## src/rtl/operand_stack_unit_pkg.sv

```systemverilog
// Shared encodings for the operand stack unit: command opcodes and FSM states.
package operand_stack_unit_pkg;

   typedef enum logic [2:0] {
      CMD_NOP   = 3'b000,
      CMD_PUSH  = 3'b001,
      CMD_POP   = 3'b010,
      CMD_DUP   = 3'b011,
      CMD_SWAP  = 3'b100,
      CMD_BINOP = 3'b101,
      CMD_CMPOP = 3'b110,
      CMD_RSVD  = 3'b111
   } cmd_op_t;

   typedef enum logic [1:0] {
      S_IDLE = 2'd0,
      S_OP1  = 2'd1,
      S_OP2  = 2'd2,
      S_EXEC = 2'd3
   } state_t;

endpackage

```

## src/rtl/operand_stack_unit_if.sv

```systemverilog
// Command, ALU operand and status bundle between the bytecode controller and the stack unit.
interface operand_stack_unit_if #(
   parameter int DATA_WIDTH = 8,
   parameter int ADDR_WIDTH = 12,
   parameter int ULA_WIDTH  = 24
);
   logic                  CMD_VALID;
   logic [2:0]            CMD_OP;
   logic [DATA_WIDTH-1:0] PUSH_DATA;
   logic [ULA_WIDTH-1:0]  ULA_RESULT;
   logic                  CMD_READY;
   logic [DATA_WIDTH-1:0] OPND_OUT;
   logic                  LD_OP1;
   logic                  LD_OP2;
   logic                  EXEC;
   logic [DATA_WIDTH-1:0] TOP_DATA;
   logic [ADDR_WIDTH-1:0] TOS_OUT;
   logic                  EMPTY;
   logic                  FULL;
   logic                  ERR_UNDERFLOW;
   logic                  ERR_OVERFLOW;
   logic                  ERR_CLR;

   modport master (
      output CMD_VALID, CMD_OP, PUSH_DATA, ULA_RESULT, ERR_CLR,
      input  CMD_READY, OPND_OUT, LD_OP1, LD_OP2, EXEC, TOP_DATA, TOS_OUT,
             EMPTY, FULL, ERR_UNDERFLOW, ERR_OVERFLOW
   );

   modport slave (
      input  CMD_VALID, CMD_OP, PUSH_DATA, ULA_RESULT, ERR_CLR,
      output CMD_READY, OPND_OUT, LD_OP1, LD_OP2, EXEC, TOP_DATA, TOS_OUT,
             EMPTY, FULL, ERR_UNDERFLOW, ERR_OVERFLOW
   );
endinterface

```

## src/rtl/operand_stack_regfile.sv

```systemverilog
// Stack storage: two combinational read ports (TOS, TOS1), one write port and an in-place swap.
module operand_stack_regfile #(
   parameter int DATA_WIDTH = 8,
   parameter int DEPTH_LOG2 = 4
) (
   input  logic                  clk,
   input  logic [DEPTH_LOG2-1:0] tos_idx,
   input  logic [DEPTH_LOG2-1:0] tos1_idx,
   output logic [DATA_WIDTH-1:0] rd_tos,
   output logic [DATA_WIDTH-1:0] rd_tos1,
   input  logic                  wr_en,
   input  logic [DEPTH_LOG2-1:0] wr_idx,
   input  logic [DATA_WIDTH-1:0] wr_data,
   input  logic                  swap_en
);
   localparam int DEPTH = 2 ** DEPTH_LOG2;

   logic [DATA_WIDTH-1:0] mem [DEPTH];

   assign rd_tos  = mem[tos_idx];
   assign rd_tos1 = mem[tos1_idx];

   // Storage is deliberately not reset; the stack pointer alone defines validity.
   always_ff @(posedge clk) begin
      if (swap_en) begin
         mem[tos_idx]  <= mem[tos1_idx];
         mem[tos1_idx] <= mem[tos_idx];
      end else if (wr_en) begin
         mem[wr_idx] <= wr_data;
      end
   end

endmodule

```

## src/rtl/operand_stack_unit.sv

```systemverilog
// Evaluation stack with pointer/error tracking and the operand sequencer feeding the ALU registers.
module operand_stack_unit
   import operand_stack_unit_pkg::*;
#(
   parameter int DATA_WIDTH = 8,
   parameter int ADDR_WIDTH = 12,
   parameter int ULA_WIDTH  = 24,
   parameter int DEPTH_LOG2 = 4
) (
   input  logic                 clk,
   input  logic                 rst_n,
   operand_stack_unit_if.slave  bus
);
   localparam int SP_W  = DEPTH_LOG2 + 1;
   localparam int DEPTH = 2 ** DEPTH_LOG2;

   localparam logic [SP_W-1:0]       SP_ONE  = SP_W'(1);
   localparam logic [SP_W-1:0]       SP_TWO  = SP_W'(2);
   localparam logic [SP_W-1:0]       SP_FULL = SP_W'(DEPTH);
   localparam logic [DEPTH_LOG2-1:0] IDX_ONE = DEPTH_LOG2'(1);
   localparam logic [DEPTH_LOG2-1:0] IDX_TWO = DEPTH_LOG2'(2);

   state_t                state;
   logic [SP_W-1:0]       sp;
   logic                  is_cmp;
   logic                  ld_op1;
   logic                  ld_op2;
   logic                  exec;
   logic [DATA_WIDTH-1:0] opnd;
   logic                  err_underflow;
   logic                  err_overflow;

   logic                  accept;
   cmd_op_t               op;
   logic                  empty;
   logic                  full;
   logic                  lt2;
   logic                  set_under;
   logic                  set_over;

   logic [DEPTH_LOG2-1:0] sp_idx;
   logic [DEPTH_LOG2-1:0] tos_idx;
   logic [DEPTH_LOG2-1:0] tos1_idx;
   logic [DATA_WIDTH-1:0] rd_tos;
   logic [DATA_WIDTH-1:0] rd_tos1;
   logic                  wr_en;
   logic [DEPTH_LOG2-1:0] wr_idx;
   logic [DATA_WIDTH-1:0] wr_data;
   logic                  swap_en;

   logic                  unused_ula_hi;

   assign op       = cmd_op_t'(bus.CMD_OP);
   assign accept   = bus.CMD_VALID && (state == S_IDLE);
   assign empty    = (sp == '0);
   assign full     = (sp == SP_FULL);
   assign lt2      = (sp < SP_TWO);
   assign sp_idx   = sp[DEPTH_LOG2-1:0];
   assign tos_idx  = sp_idx - IDX_ONE;
   assign tos1_idx = sp_idx - IDX_TWO;

   // Only the low byte of the ALU result is written back; upper bits are dropped.
   assign unused_ula_hi = ^bus.ULA_RESULT[ULA_WIDTH-1:DATA_WIDTH];

   operand_stack_regfile #(
      .DATA_WIDTH (DATA_WIDTH),
      .DEPTH_LOG2 (DEPTH_LOG2)
   ) u_regfile (
      .clk      (clk),
      .tos_idx  (tos_idx),
      .tos1_idx (tos1_idx),
      .rd_tos   (rd_tos),
      .rd_tos1  (rd_tos1),
      .wr_en    (wr_en),
      .wr_idx   (wr_idx),
      .wr_data  (wr_data),
      .swap_en  (swap_en)
   );

   // Storage write/swap requests and error detection for the current cycle.
   always_comb begin
      wr_en     = 1'b0;
      wr_idx    = sp_idx;
      wr_data   = bus.PUSH_DATA;
      swap_en   = 1'b0;
      set_under = 1'b0;
      set_over  = 1'b0;
      if (accept) begin
         case (op)
            CMD_PUSH: begin
               set_over = full;
               wr_en    = !full;
            end
            CMD_POP:  set_under = empty;
            CMD_DUP: begin
               set_over  = full;
               set_under = empty;
               wr_en     = !full && !empty;
               wr_data   = rd_tos;
            end
            CMD_SWAP: begin
               set_under = lt2;
               swap_en   = !lt2;
            end
            CMD_BINOP, CMD_CMPOP: set_under = lt2;
            default: ;
         endcase
      end
      if (state == S_EXEC && !is_cmp) begin
         wr_en   = 1'b1;
         wr_idx  = tos1_idx;
         wr_data = bus.ULA_RESULT[DATA_WIDTH-1:0];
      end
   end

   always_ff @(posedge clk or negedge rst_n) begin
      if (!rst_n) begin
         state         <= S_IDLE;
         sp            <= '0;
         is_cmp        <= 1'b0;
         ld_op1        <= 1'b0;
         ld_op2        <= 1'b0;
         exec          <= 1'b0;
         opnd          <= '0;
         err_underflow <= 1'b0;
         err_overflow  <= 1'b0;
      end else begin
         ld_op1 <= 1'b0;
         ld_op2 <= 1'b0;
         exec   <= 1'b0;
         opnd   <= '0;
         case (state)
            S_IDLE: begin
               if (accept) begin
                  case (op)
                     CMD_PUSH: if (!full) sp <= sp + SP_ONE;
                     CMD_POP:  if (!empty) sp <= sp - SP_ONE;
                     CMD_DUP:  if (!full && !empty) sp <= sp + SP_ONE;
                     CMD_BINOP, CMD_CMPOP: begin
                        if (!lt2) begin
                           state  <= S_OP1;
                           is_cmp <= (op == CMD_CMPOP);
                           ld_op1 <= 1'b1;
                           opnd   <= rd_tos;
                        end
                     end
                     default: ;
                  endcase
               end
            end
            S_OP1: begin
               state  <= S_OP2;
               ld_op2 <= 1'b1;
               opnd   <= rd_tos1;
            end
            S_OP2: begin
               state <= S_EXEC;
               exec  <= 1'b1;
            end
            S_EXEC: begin
               state <= S_IDLE;
               sp    <= is_cmp ? (sp - SP_TWO) : (sp - SP_ONE);
            end
            default: state <= S_IDLE;
         endcase
         // A new fault in the same cycle as a clear leaves the flag set.
         if (set_over)         err_overflow  <= 1'b1;
         else if (bus.ERR_CLR) err_overflow  <= 1'b0;
         if (set_under)        err_underflow <= 1'b1;
         else if (bus.ERR_CLR) err_underflow <= 1'b0;
      end
   end

   assign bus.CMD_READY     = (state == S_IDLE);
   assign bus.OPND_OUT      = opnd;
   assign bus.LD_OP1        = ld_op1;
   assign bus.LD_OP2        = ld_op2;
   assign bus.EXEC          = exec;
   assign bus.TOP_DATA      = empty ? '0 : rd_tos;
   assign bus.TOS_OUT       = ADDR_WIDTH'(sp);
   assign bus.EMPTY         = empty;
   assign bus.FULL          = full;
   assign bus.ERR_UNDERFLOW = err_underflow;
   assign bus.ERR_OVERFLOW  = err_overflow;

endmodule

```

## src/flat_wrapper.sv

```systemverilog
// flat-port wrapper written by rule: the top's interface ports become plain ports
module operand_stack_unit_flat import operand_stack_unit_pkg::*;
#(
   parameter int DATA_WIDTH = 8,
   parameter int ADDR_WIDTH = 12,
   parameter int ULA_WIDTH  = 24,
   parameter int DEPTH_LOG2 = 4
)
  (clk, rst_n, bus_CMD_VALID, bus_CMD_OP, bus_PUSH_DATA, bus_ULA_RESULT, bus_ERR_CLR, bus_CMD_READY, bus_OPND_OUT, bus_LD_OP1, bus_LD_OP2, bus_EXEC, bus_TOP_DATA, bus_TOS_OUT, bus_EMPTY, bus_FULL, bus_ERR_UNDERFLOW, bus_ERR_OVERFLOW);
  operand_stack_unit_if #(.DATA_WIDTH(DATA_WIDTH), .ADDR_WIDTH(ADDR_WIDTH), .ULA_WIDTH(ULA_WIDTH)) bus_i ();
  input  logic clk;
  input  logic rst_n;
  input wire logic [$bits(bus_i.CMD_VALID)-1:0] bus_CMD_VALID;
  input wire logic [$bits(bus_i.CMD_OP)-1:0] bus_CMD_OP;
  input wire logic [$bits(bus_i.PUSH_DATA)-1:0] bus_PUSH_DATA;
  input wire logic [$bits(bus_i.ULA_RESULT)-1:0] bus_ULA_RESULT;
  input wire logic [$bits(bus_i.ERR_CLR)-1:0] bus_ERR_CLR;
  output wire logic [$bits(bus_i.CMD_READY)-1:0] bus_CMD_READY;
  output wire logic [$bits(bus_i.OPND_OUT)-1:0] bus_OPND_OUT;
  output wire logic [$bits(bus_i.LD_OP1)-1:0] bus_LD_OP1;
  output wire logic [$bits(bus_i.LD_OP2)-1:0] bus_LD_OP2;
  output wire logic [$bits(bus_i.EXEC)-1:0] bus_EXEC;
  output wire logic [$bits(bus_i.TOP_DATA)-1:0] bus_TOP_DATA;
  output wire logic [$bits(bus_i.TOS_OUT)-1:0] bus_TOS_OUT;
  output wire logic [$bits(bus_i.EMPTY)-1:0] bus_EMPTY;
  output wire logic [$bits(bus_i.FULL)-1:0] bus_FULL;
  output wire logic [$bits(bus_i.ERR_UNDERFLOW)-1:0] bus_ERR_UNDERFLOW;
  output wire logic [$bits(bus_i.ERR_OVERFLOW)-1:0] bus_ERR_OVERFLOW;
  assign bus_i.CMD_VALID = bus_CMD_VALID;
  assign bus_i.CMD_OP = bus_CMD_OP;
  assign bus_i.PUSH_DATA = bus_PUSH_DATA;
  assign bus_i.ULA_RESULT = bus_ULA_RESULT;
  assign bus_i.ERR_CLR = bus_ERR_CLR;
  assign bus_CMD_READY = bus_i.CMD_READY;
  assign bus_OPND_OUT = bus_i.OPND_OUT;
  assign bus_LD_OP1 = bus_i.LD_OP1;
  assign bus_LD_OP2 = bus_i.LD_OP2;
  assign bus_EXEC = bus_i.EXEC;
  assign bus_TOP_DATA = bus_i.TOP_DATA;
  assign bus_TOS_OUT = bus_i.TOS_OUT;
  assign bus_EMPTY = bus_i.EMPTY;
  assign bus_FULL = bus_i.FULL;
  assign bus_ERR_UNDERFLOW = bus_i.ERR_UNDERFLOW;
  assign bus_ERR_OVERFLOW = bus_i.ERR_OVERFLOW;
  operand_stack_unit #(.DATA_WIDTH(DATA_WIDTH), .ADDR_WIDTH(ADDR_WIDTH), .ULA_WIDTH(ULA_WIDTH), .DEPTH_LOG2(DEPTH_LOG2)) u_core (.clk(clk), .rst_n(rst_n), .bus(bus_i));
endmodule
```

## config.mk

```make
export PLATFORM = sky130hd
export DESIGN_NAME = operand_stack_unit_flat
export DESIGN_NICKNAME = d
export VERILOG_FILES = /design/src/rtl/operand_stack_unit_pkg.sv /design/src/rtl/operand_stack_unit_if.sv /design/src/rtl/operand_stack_regfile.sv /design/src/rtl/operand_stack_unit.sv /design/src/flat_wrapper.sv
export SDC_FILE = /design/constraint.sdc
export NUM_CORES = 1
export LEC_CHECK = 0
export CORE_AREA = 3 3 160 162
export CTS_BUF_LIST = sky130_fd_sc_hd__clkbuf_4
export DETAILED_ROUTE_END_ITERATION = 10
export DIE_AREA = 0 0 163 165
export SKIP_CTS_REPAIR_TIMING = 1
export SLEW_MARGIN = 20
export SYNTH_ARGS = -nofsm -noshare
export SYNTH_HDL_FRONTEND = slang
export SYNTH_SLANG_ARGS = --single-unit
export TNS_END_PERCENT = 50
```

## constraint.sdc

```tcl
create_clock -name clk -period 5 [get_ports clk]
set_clock_uncertainty 0.05 [all_clocks]
set_input_delay 0.5 -clock clk [delete_from_list [all_inputs] [get_ports clk]]
set_output_delay 0.5 -clock clk [all_outputs]
set_load 0.03 [all_outputs]
```

Yosys cells after proc, flatten, opt, wreduce, memory -nomap -nowiden
Memory sizes are Yosys's and may differ from the RTL's. Index checks and enable logic that the tools add are counted.

Register bits after elaboration: 21. RAM bits: 128. Output and inout bits: 36. Word-level logic and storage cells: 100. Memories kept: 1.

Add/subtract/negate cells: 5. Order comparisons: 1. Eq/ne operators: 17. Muxes and demuxes: 46. Bitwise logic cells: 1. Reduce and logical (&&, ||, !) cells: 20.

Memories: u_core.u_regfile.mem (depth 16, width 8, rd ports 2, clocked after Yosys merged registers in 0, wr ports 2, line operand_stack_regfile.sv:18) `logic [DATA_WIDTH-1:0] mem [DEPTH];`.

Operators with widths (count): two-way mux 8 bit (8); two-way mux 5 bit (5); two-way mux 1 bit (22); one-hot mux 8 bit (2 select lines) (1); one-hot mux 5 bit (3 select lines) (1); one-hot mux 5 bit (2 select lines) (1); == test 3 bit, second input constant (3); two-way mux 4 bit (2); one-hot mux 2 bit (4 select lines) (1); OR reduction 8 bit (1); == test 3 x 2 -> 1 bit, second input constant (2); two-way mux 2 bit (3); inequality test 3 bit, second input constant (2); AND reduction 6 bit (1); nonzero test 2 bit (3); OR reduction 2 bit (3); adder 5 x 1 -> 5 bit, second input constant (1); == test 5 bit, second input constant (1); zero test 5 bit (1); < comparator 5 x 2 -> 1 bit, second input constant (1); subtractor 5 x 1 -> 5 bit, second input constant (1); subtractor 5 x 2 -> 5 bit, second input constant (1); == test 2 bit, second input constant (2); zero test 1 bit (4); 15 further kinds (19).

Depth between registers and ports, before layout
Gate-level depths: netlist (run 1).

Depth after elaboration: 11. Mapped depth: 14.

By module
Synthesis (run 1) repeated with hierarchy kept, for this count alone.

Cell total of the unflattened synthesis: 944. Area, all modules: 10221.1 um^2.

By module, submodules not included: operand_stack_regfile (instances 1, cells an instance 755, area an instance 8559.5 um^2, seq. area each 3843.7 um^2); operand_stack_unit (instances 1, cells an instance 189, area an instance 1661.6 um^2, seq. area each 525.5 um^2).

Worst setup path after synthesis (run 1)
OpenSTA, ideal clock, no wires.

Kind: register to output. Start: register u_core.sp[1]. End: output bus_TOP_DATA[7]. Arrival time: 3.494 ns. Required time: 4.450 ns. Setup slack: 0.956 ns. Stages on the path, launching flop included: 13. Cells stage by stage: dfrtp_1 buf_4 clkbuf_1 inv_1 ha_1 buf_2 buf_4 buf_4 mux4_1 nand3_1 nand4_4 clkbuf_1 nor2b_1.

Longest elaborated chain between the ends: 3. Elaborated cells between the ends (all ways): 4. Classes of those cells: add/sub: 1; mux: 1; reduce/logical: 1; memory: 1.

RTL lines: from (decl) (line operand_stack_unit.sv:24) `logic [SP_W-1:0] sp;`; from (signal assigned) (line operand_stack_unit.sv:136) `CMD_PUSH: if (!full) sp <= sp + SP_ONE;`; from (signal assigned) (line operand_stack_unit.sv:137) `CMD_POP: if (!empty) sp <= sp - SP_ONE;`; from (signal assigned) (line operand_stack_unit.sv:138) `CMD_DUP: if (!full && !empty) sp <= sp + SP_ONE;`; subtractor 4 x 1 -> 4 bit (line operand_stack_unit.sv:59) `assign tos_idx = sp_idx - IDX_ONE;`; memory read (16 x 8 bit); two-way mux 8 bit * (line operand_stack_unit.sv:179) `assign bus.TOP_DATA = empty ? '0 : rd_tos;`; to (decl) (line flat_wrapper.sv:23) `output wire logic [$bits(bus_i.TOP_DATA)-1:0] bus_TOP_DATA;`.

Every way passes the cells marked *; elsewhere a longest branch is shown, timed or not.

Worst setup path after layout (run 1)
Start: register u_core.sp[0]. End: output bus_TOP_DATA[7].

The elaborated chain is that of the path after synthesis.

==> metrics.md, run 1 <==
| Metric | Value |
|---|---|
| Status | finished, final reports clean |
| Final Util | 0.445 |
| Ys flop type | edfxtp_1 |
| Clock Pin Slew Worst Setup and Hold Paths | about 0.14 ns |
| Hpwl dp | between 15000 and 20000 um |
| Req. time, crit path | between 4 and 5 ns |
| Share of the synthesized area in the top cell type | 0.395 |
| Setup-failing EPs final | 0 |
| WL final | approximately 28000 um |
| Io pins | 75 |
| Rows | 57 |
| Tcrit/Tclk final | 0.904 |
| WL/cell | 23.1 um |
| Worst-Margin Slew | roughly 0.86 ns |
| TNS Setup | 0 ns |
| Count leader, synth | nor2_1 |
| Largest net degree at the start of global routing | 43 |
| FF+latch area | 0.00437 sq mm |
| FF-to-FF setup slack | ~0.94 ns |
| GPL Wtd Cong | about 0.9 |
| Minimum clock period after layout | around 4.5 ns |
| R2R depth | 9 |
| End of the worst register-to-register path | u_core.u_regfile.mem[0][3] |
| Slew margin rel. | 0.423 |
| CTS Root Cell | clkbuf_4 |
| Slew Limit Fails | 0 |
| WS Path Type | register to output port |
| Area growth from synthesis to layout | 10.9% |
| Synth area leader | edfxtp_1 |
| Post-route ant nets | 0 |
| Crit-path max FO | 42 |
| DRC | 0 |
| Synth Cell Area | 0.00973 sq mm |
| Largest cells by area after synthesis | edfxtp_1 39%, mux4_2 9.5%, nor2_1 5.6%, a21oi_2 5.6%, dfrtp_1 5.4% |
| RSZ-0062 raised after global routing | false |
| Cells after Synth | between 800 and 900 |
| Final hold viol count | 0 |
| Hold Path Class | primary input to asynchronous set/reset pin |
| Setup ws final | between 0.4 and 0.5 ns |
| Max Root-Sink Buffers | 2 |
| Synth top cells by count | 145 x nor2_1, 128 x edfxtp_1, 63 x a21oi_1, 62 x a21oi_2, 54 x nand2_1 |
| Drt initial violations | ~900 |
| Worst r2r src | u_core.sp[2] |
| TritonCTS Buffers | 17 |
| CP Launch Type | register |
| Number of global-route vias before repair | a little under 7k |
| Crit path arrival time | 3.97 ns |
| Global-route wire length before repair | 42400 um |
| Synth warnings | 0 |
| Maxcap violations | 0 |
| Min Hold Slack | between 0.3 and 0.4 ns |
| DIE AREA | 0.0269 sq mm |
| Post-synth ARST share | 0.141 |
| Die Wd | about 160 um |
| Vias | around 7.1k |
| Remaining global-route overflow | 0 |
| Multi-input logic area | roughly 0.0048 sq mm |
| Dpl ws | 0.983 ns |
| Initial Util | 0.401 |
| Die height | about 170 um |
| Total track usage | 0.214 |
| Crit end category | output port |
| PortBufs | 51 |
| Fill count | about 2.3k |
| Initial antenna violation count | 1 |
| Core area | 0.0242 sq mm |
| TritonCTS clock tree | yes |
| Post-synthesis sequential area ratio | 0.449 |
| Syn Area/Cell | between 10 and 15 sq um |
| FMAX | 0.221 GHz |
| EDFF count, synth | 128 |
| CTS sink count | between 100 and 150 |
| H-tree lvl count | 4 |
| Clock insertion delay at the later pin of the skew report | 0.56 ns |
| First drt pass iteration count | 5 |
| Synth cell types | 65 |
| Synth Register Bits | between 100 and 150 |
| Fin nets | 931 |
| Vias per inst | roughly 5.8 |
| Share of cells above drive strength 1 | 0.243 |
==> cell type report <==
type,count,area share
clock inverter,11,0.0143
inverter,12,0.00417
antenna,1,0.000232
clock buffer,20,0.0139
timing repair buffer,95,0.0760
tap,324,0.0376
multi-input combinational,606,0.449
sequential,149,0.405
==> state kept, by name, summed over array words and instances (netlist names) <==
name	count
u_core.state	2
u_core.bus.OPND_OUT	8
u_core.bus.LD_OP1	1
u_core.bus.LD_OP2	1
u_core.bus.EXEC	1
u_core.is_cmp	1
u_core.bus.ERR_OVERFLOW	1
u_core.u_regfile.mem	128
u_core.sp	5
u_core.bus.ERR_UNDERFLOW	1
==> logic make-up (layout without fill, tap and decap cells) <==
kind of cell | count (synthesis) | count (layout) | synth area share
AOI/OAI and AO/OA | 218 | 218 | 0.164
xor gates and xnor gates | 11 | 11 | 0.0118
adders and majority gates | 11 | 11 | 0.0141
buffers and inverters | 86 | 138 | 0.0562
DFF | 149 | 149 | 0.449
muxes | 99 | 99 | 0.186
other | 1 | 8 | 0.000385
and+or+nand+nor | 260 | 260 | 0.119
==> worst max-delay path by stage <==
stage	startpoint	end	slack, ns	depth (start not counted)
2_1_floorplan	u_core.sp[1]	bus_TOP_DATA[7]	0.96	12
3_3_place_gp	bus_CMD_OP[1]	u_core.u_regfile.mem[0][7]	1.01	8
3_5_place_dp	bus_CMD_OP[1]	u_core.u_regfile.mem[0][7]	0.98	8
4_1_cts	u_core.sp[0]	bus_TOP_DATA[7]	0.41	7
5_1_grt	u_core.sp[0]	bus_TOP_DATA[7]	0.21	7
6_report	u_core.sp[0]	bus_TOP_DATA[7]	0.48	7
==> routing by layer <==
metal | vias up | GRT usage | part of all wire
met4 | 0 | 0.0650 | 0.026
met3 | 35 | 0.0539 | 0.084
met1 | 3455 | 0.279 | 0.41
met2 | 323 | 0.355 | 0.48
li1 | 3244 | - | -
met5 | - | 0 | 0
==> critical path, cell delays in order, from the launching register on <==
cell             delay [ns]
dfrtp_4                0.43
buf_4                  0.46
buf_4                  0.67
mux4_1                 0.42
nand3_1                0.14
nand4_4                0.35
nor2b_1                0.26
clkdlybuf4s50_1        0.61
==> through the flow <==
step / std cells / area, sq um
after floorplan: 841 / 9760
after global placement: 1185 / 10500
after detailed placement: 1185 / 10500
after CTS: 1216 / 10800
after global routing: 1218 / 10800
final: 1218 / 10800
==> cells in the final DEF (no fill, tap or decap), types with 4 or more instances in the layout <==
cell             synthesis  routed
mux2i_2                  7       7
mux2i_1                 32      32
a22o_1                   6       6
nor3_1                   5       5
o21ai_0                 32      32
mux4_1                  16      16
nand3_1                 20      20
nor2_1                 145     145
mux4_2                  41      41
clkinv_4                 0       5
clkbuf_4                 0      20
xnor2_1                  6       6
nand2_1                 54      54
inv_1                   11      11
conb_1                   1       7
and3_1                   4       4
a21oi_1                 63      63
a21oi_2                 62      62
a31oi_1                 18      18
a22oi_1                  6       6
edfxtp_1               128     128
clkdlybuf4s50_1          0      43
xor2_1                   4       4
ha_1                    11      10
buf_4                   19      50
a32oi_1                  5       5
dfrtp_1                 21      19
nor2b_1                 10      10
Power of run 1 is not shown: default switching activity piles up to over one toggle a cycle in this logic, so the estimate is an artifact.
==> run 2: changes to the inputs <==
==> constraint.sdc (replaced) <==
create_clock -name clk -period 5 [get_ports clk]
set_clock_uncertainty 0.05 [all_clocks]
set_input_delay 0.5 -clock clk [delete_from_list [all_inputs] [get_ports clk]]
set_output_delay 0.5 -clock clk [all_outputs]
set_load 0.1 [all_outputs]
==> metrics.md, run 2 (synthesized netlist as in run 1, its figures left out) <==
| Metric | Value |
|---|---|
| Vias | 7108 (was 7057) |
| Remaining global-route overflow | 0 (unchanged) |
| DR top layer | met4 (unchanged) |
| Crit path arrival time | 3.97 ns (about the same) |
| Cell Chain, Critical Path | clkinv_1 > ha_2 > buf_12 > mux4_1 > nand3_1 > nand4_4 > nor2b_2 > buf_12 (was buf_4 > buf_4 > mux4_1 > nand3_1 > nand4_4 > nor2b_1 > clkdlybuf4s50_1) |
| Die height | 165 um (unchanged) |
| Met3 wire length | 2510 um (was 2370 um) |
| Number of global-route vias before repair | 6878 (was 6779) |
| Share of cells above drive strength 1 | 0.249 (was 0.243) |
| Most frequent cells in the layout | 145 x nor2_1, 128 x edfxtp_1, 63 x a21oi_1, 62 x a21oi_2, 54 x nand2_1 (unchanged) |
| TNS Setup | 0 ns (unchanged) |
| Vias per inst | 5.83 (was 5.79) |
| Crit-path max cell delay | 0.78 ns (was 0.67 ns) |
| Worst r2r src | u_core.sp[0] (was u_core.sp[2]) |
| R2R depth | 8 (was 9) |
| Tcrit/Tclk final | 0.905 (was 0.904) |
| Slew Limit Fails | 0 (unchanged) |
| Minimum clock period after layout | 4.52 ns (about the same) |
| GPL Wtd Cong | 0.899 (was 0.883) |
| Area growth from synthesis to layout | 12.1% (was 10.9%) |
| Worst-Margin Slew | 1.06 ns (was 0.860 ns) |
| Setup-failing EPs final | 0 (unchanged) |
| CP Launch Type | register (unchanged) |
| Fill count | 2260 (was 2262) |
| Met2 WL | 13500 um (was 13600 um) |
| Initial Util | 0.401 (unchanged) |
| Final cell count without fillers | 1219 (was 1218) |
| WL final | 28700 um (was 28200 um) |
| Req. time, crit path | 4.45 ns (about the same) |
| Largest net degree at the start of global routing | 43 (unchanged) |
| Drt initial violations | 941 (was 901) |
| Crit-path max FO | 19 (was 42) |
| WS Path Type | register to output port (unchanged) |
| Hpwl dp | 20000 um (was 19200 um) |
| Final hold viol count | 0 (unchanged) |
| End of the worst register-to-register path | u_core.u_regfile.mem[2][7] (was u_core.u_regfile.mem[0][3]) |
| CTS sink count | 149 (unchanged) |
| Maxcap violations | 0 (unchanged) |
| FF-to-FF setup slack | 0.71 ns (was 0.94 ns) |
| Hold Path Class | primary input to asynchronous set/reset pin (unchanged) |
| Largest register FFs | 128 (unchanged) |
| Wl on met1 | 11700 um (was 11500 um) |
| Crit end category | output port (unchanged) |
| TritonCTS clock tree | yes (unchanged) |
| WL/cell | 23.5 um (was 23.1 um) |
| TritonCTS Buffers | 17 (unchanged) |
| Clock insertion delay at the later pin of the skew report | 0.55 ns (was 0.56 ns) |
| Core area | 0.0242 sq mm (unchanged) |
| Fin nets | 931 (unchanged) |
| Post-route ant nets | 0 (unchanged) |
| DRC | 1 (was 0) |
| Rows | 57 (unchanged) |
| First drt pass iteration count | 11 (was 5) |
| Die Wd | 163 um (unchanged) |
| Crit path top cell by count | buf_12 (was buf_4) |
| Max Root-Sink Buffers | 2 (unchanged) |
| Global-route wire length before repair | 42500 um (was 42400 um) |
| Io pins | 75 (unchanged) |
| Clock Pin Slew Worst Setup and Hold Paths | 0.14 ns (about the same) |
| FMAX | 0.221 GHz (about the same) |
| Total track usage | 0.214 (about the same) |
| Commonest non-fill, non-tap cell in the layout | nor2_1 (unchanged) |
| Biggest register | u_core.u_regfile.mem (unchanged) |
| Failing checks | DRC |
| Status | finished with violations (was finished, final reports clean) |
| CTS Root Cell | clkbuf_4 (unchanged) |
| Initial antenna violation count | 1 (unchanged) |
| PortBufs | 51 (unchanged) |
| RSZ-0062 raised after global routing | false (unchanged) |
| CP max-delay cell | ha_2 (was buf_4) |
| DIE AREA | 0.0269 sq mm (unchanged) |
| Slew margin rel. | 0.284 (was 0.423) |
| H-tree lvl count | 4 (unchanged) |
| Placed cells | 1185 (unchanged) |
==> run 2: cell count changes in the layout (fill, tap and decap cells not counted), sizes merged <==
cell	delta
buf	+3
clkbuf	+2
clkdlybuf4s50	-3
clkinv	-2
clkinvlp	+1
==> run 2: layer usage <==
layer  global-route usage  vias to the layer above
met4               0.0811                        0
li1                     -                     3250
met1                0.283                     3440
met5                    0                        -
met3               0.0489                       60
met2                0.346                      358
==> run 2: stage by stage <==
| step | worst slack [ns] | hold slack (ns) | area (sq um) | utilization |
|---|---|---|---|---|
| final | 0.476 | 0.378 | 10900 | 0.450 |
| after global routing | 0.171 | 0.383 | 10900 | 0.450 |
| after CTS | 0.250 | 0.434 | 10900 | 0.449 |
| after detailed placement | 0.790 | 0.430 | 10600 | 0.437 |
| after global placement | 0.887 | 0.423 | 10600 | 0.437 |
| after floorplan | 0.0675 | 0.154 | 9770 | - |
==> run 2: area by class of cell <==
class	instances	area, sq um	area share
inverter	12	45.0	0.00413
timing repair buffer	95	926	0.0849
tap	324	405	0.0372
antenna	1	2.50	0.000229
multi-input combinational	606	4860	0.445
clock inverter	10	135	0.0124
clock buffer	22	165	0.0151
sequential	149	4370	0.401
==> run 2: worst max path at each step <==
stage	start	end	slack, ns
4_1_cts	u_core.sp[0]	bus_TOP_DATA[4]	0.25
5_1_grt	u_core.sp[0]	bus_TOP_DATA[7]	0.17
6_report	u_core.sp[0]	bus_TOP_DATA[7]	0.48
3_5_place_dp	u_core.sp[0]	u_core.u_regfile.mem[15][7]	0.79
3_3_place_gp	u_core.sp[0]	u_core.u_regfile.mem[1][7]	0.89
2_1_floorplan	u_core.sp[1]	bus_TOP_DATA[1]	0.07
==> run 2: worst max-delay path, delay by kind of cell, from the launching register on <==
| family | cells | cell delay, ns |
|---|---|---|
| simple gates | 3 | 0.82 |
| buf+inv | 3 | 0.80 |
| flops | 1 | 0.43 |
| mux | 1 | 0.59 |
| fa+ha+maj | 1 | 0.78 |
Power of run 2 is left out for the same reason.
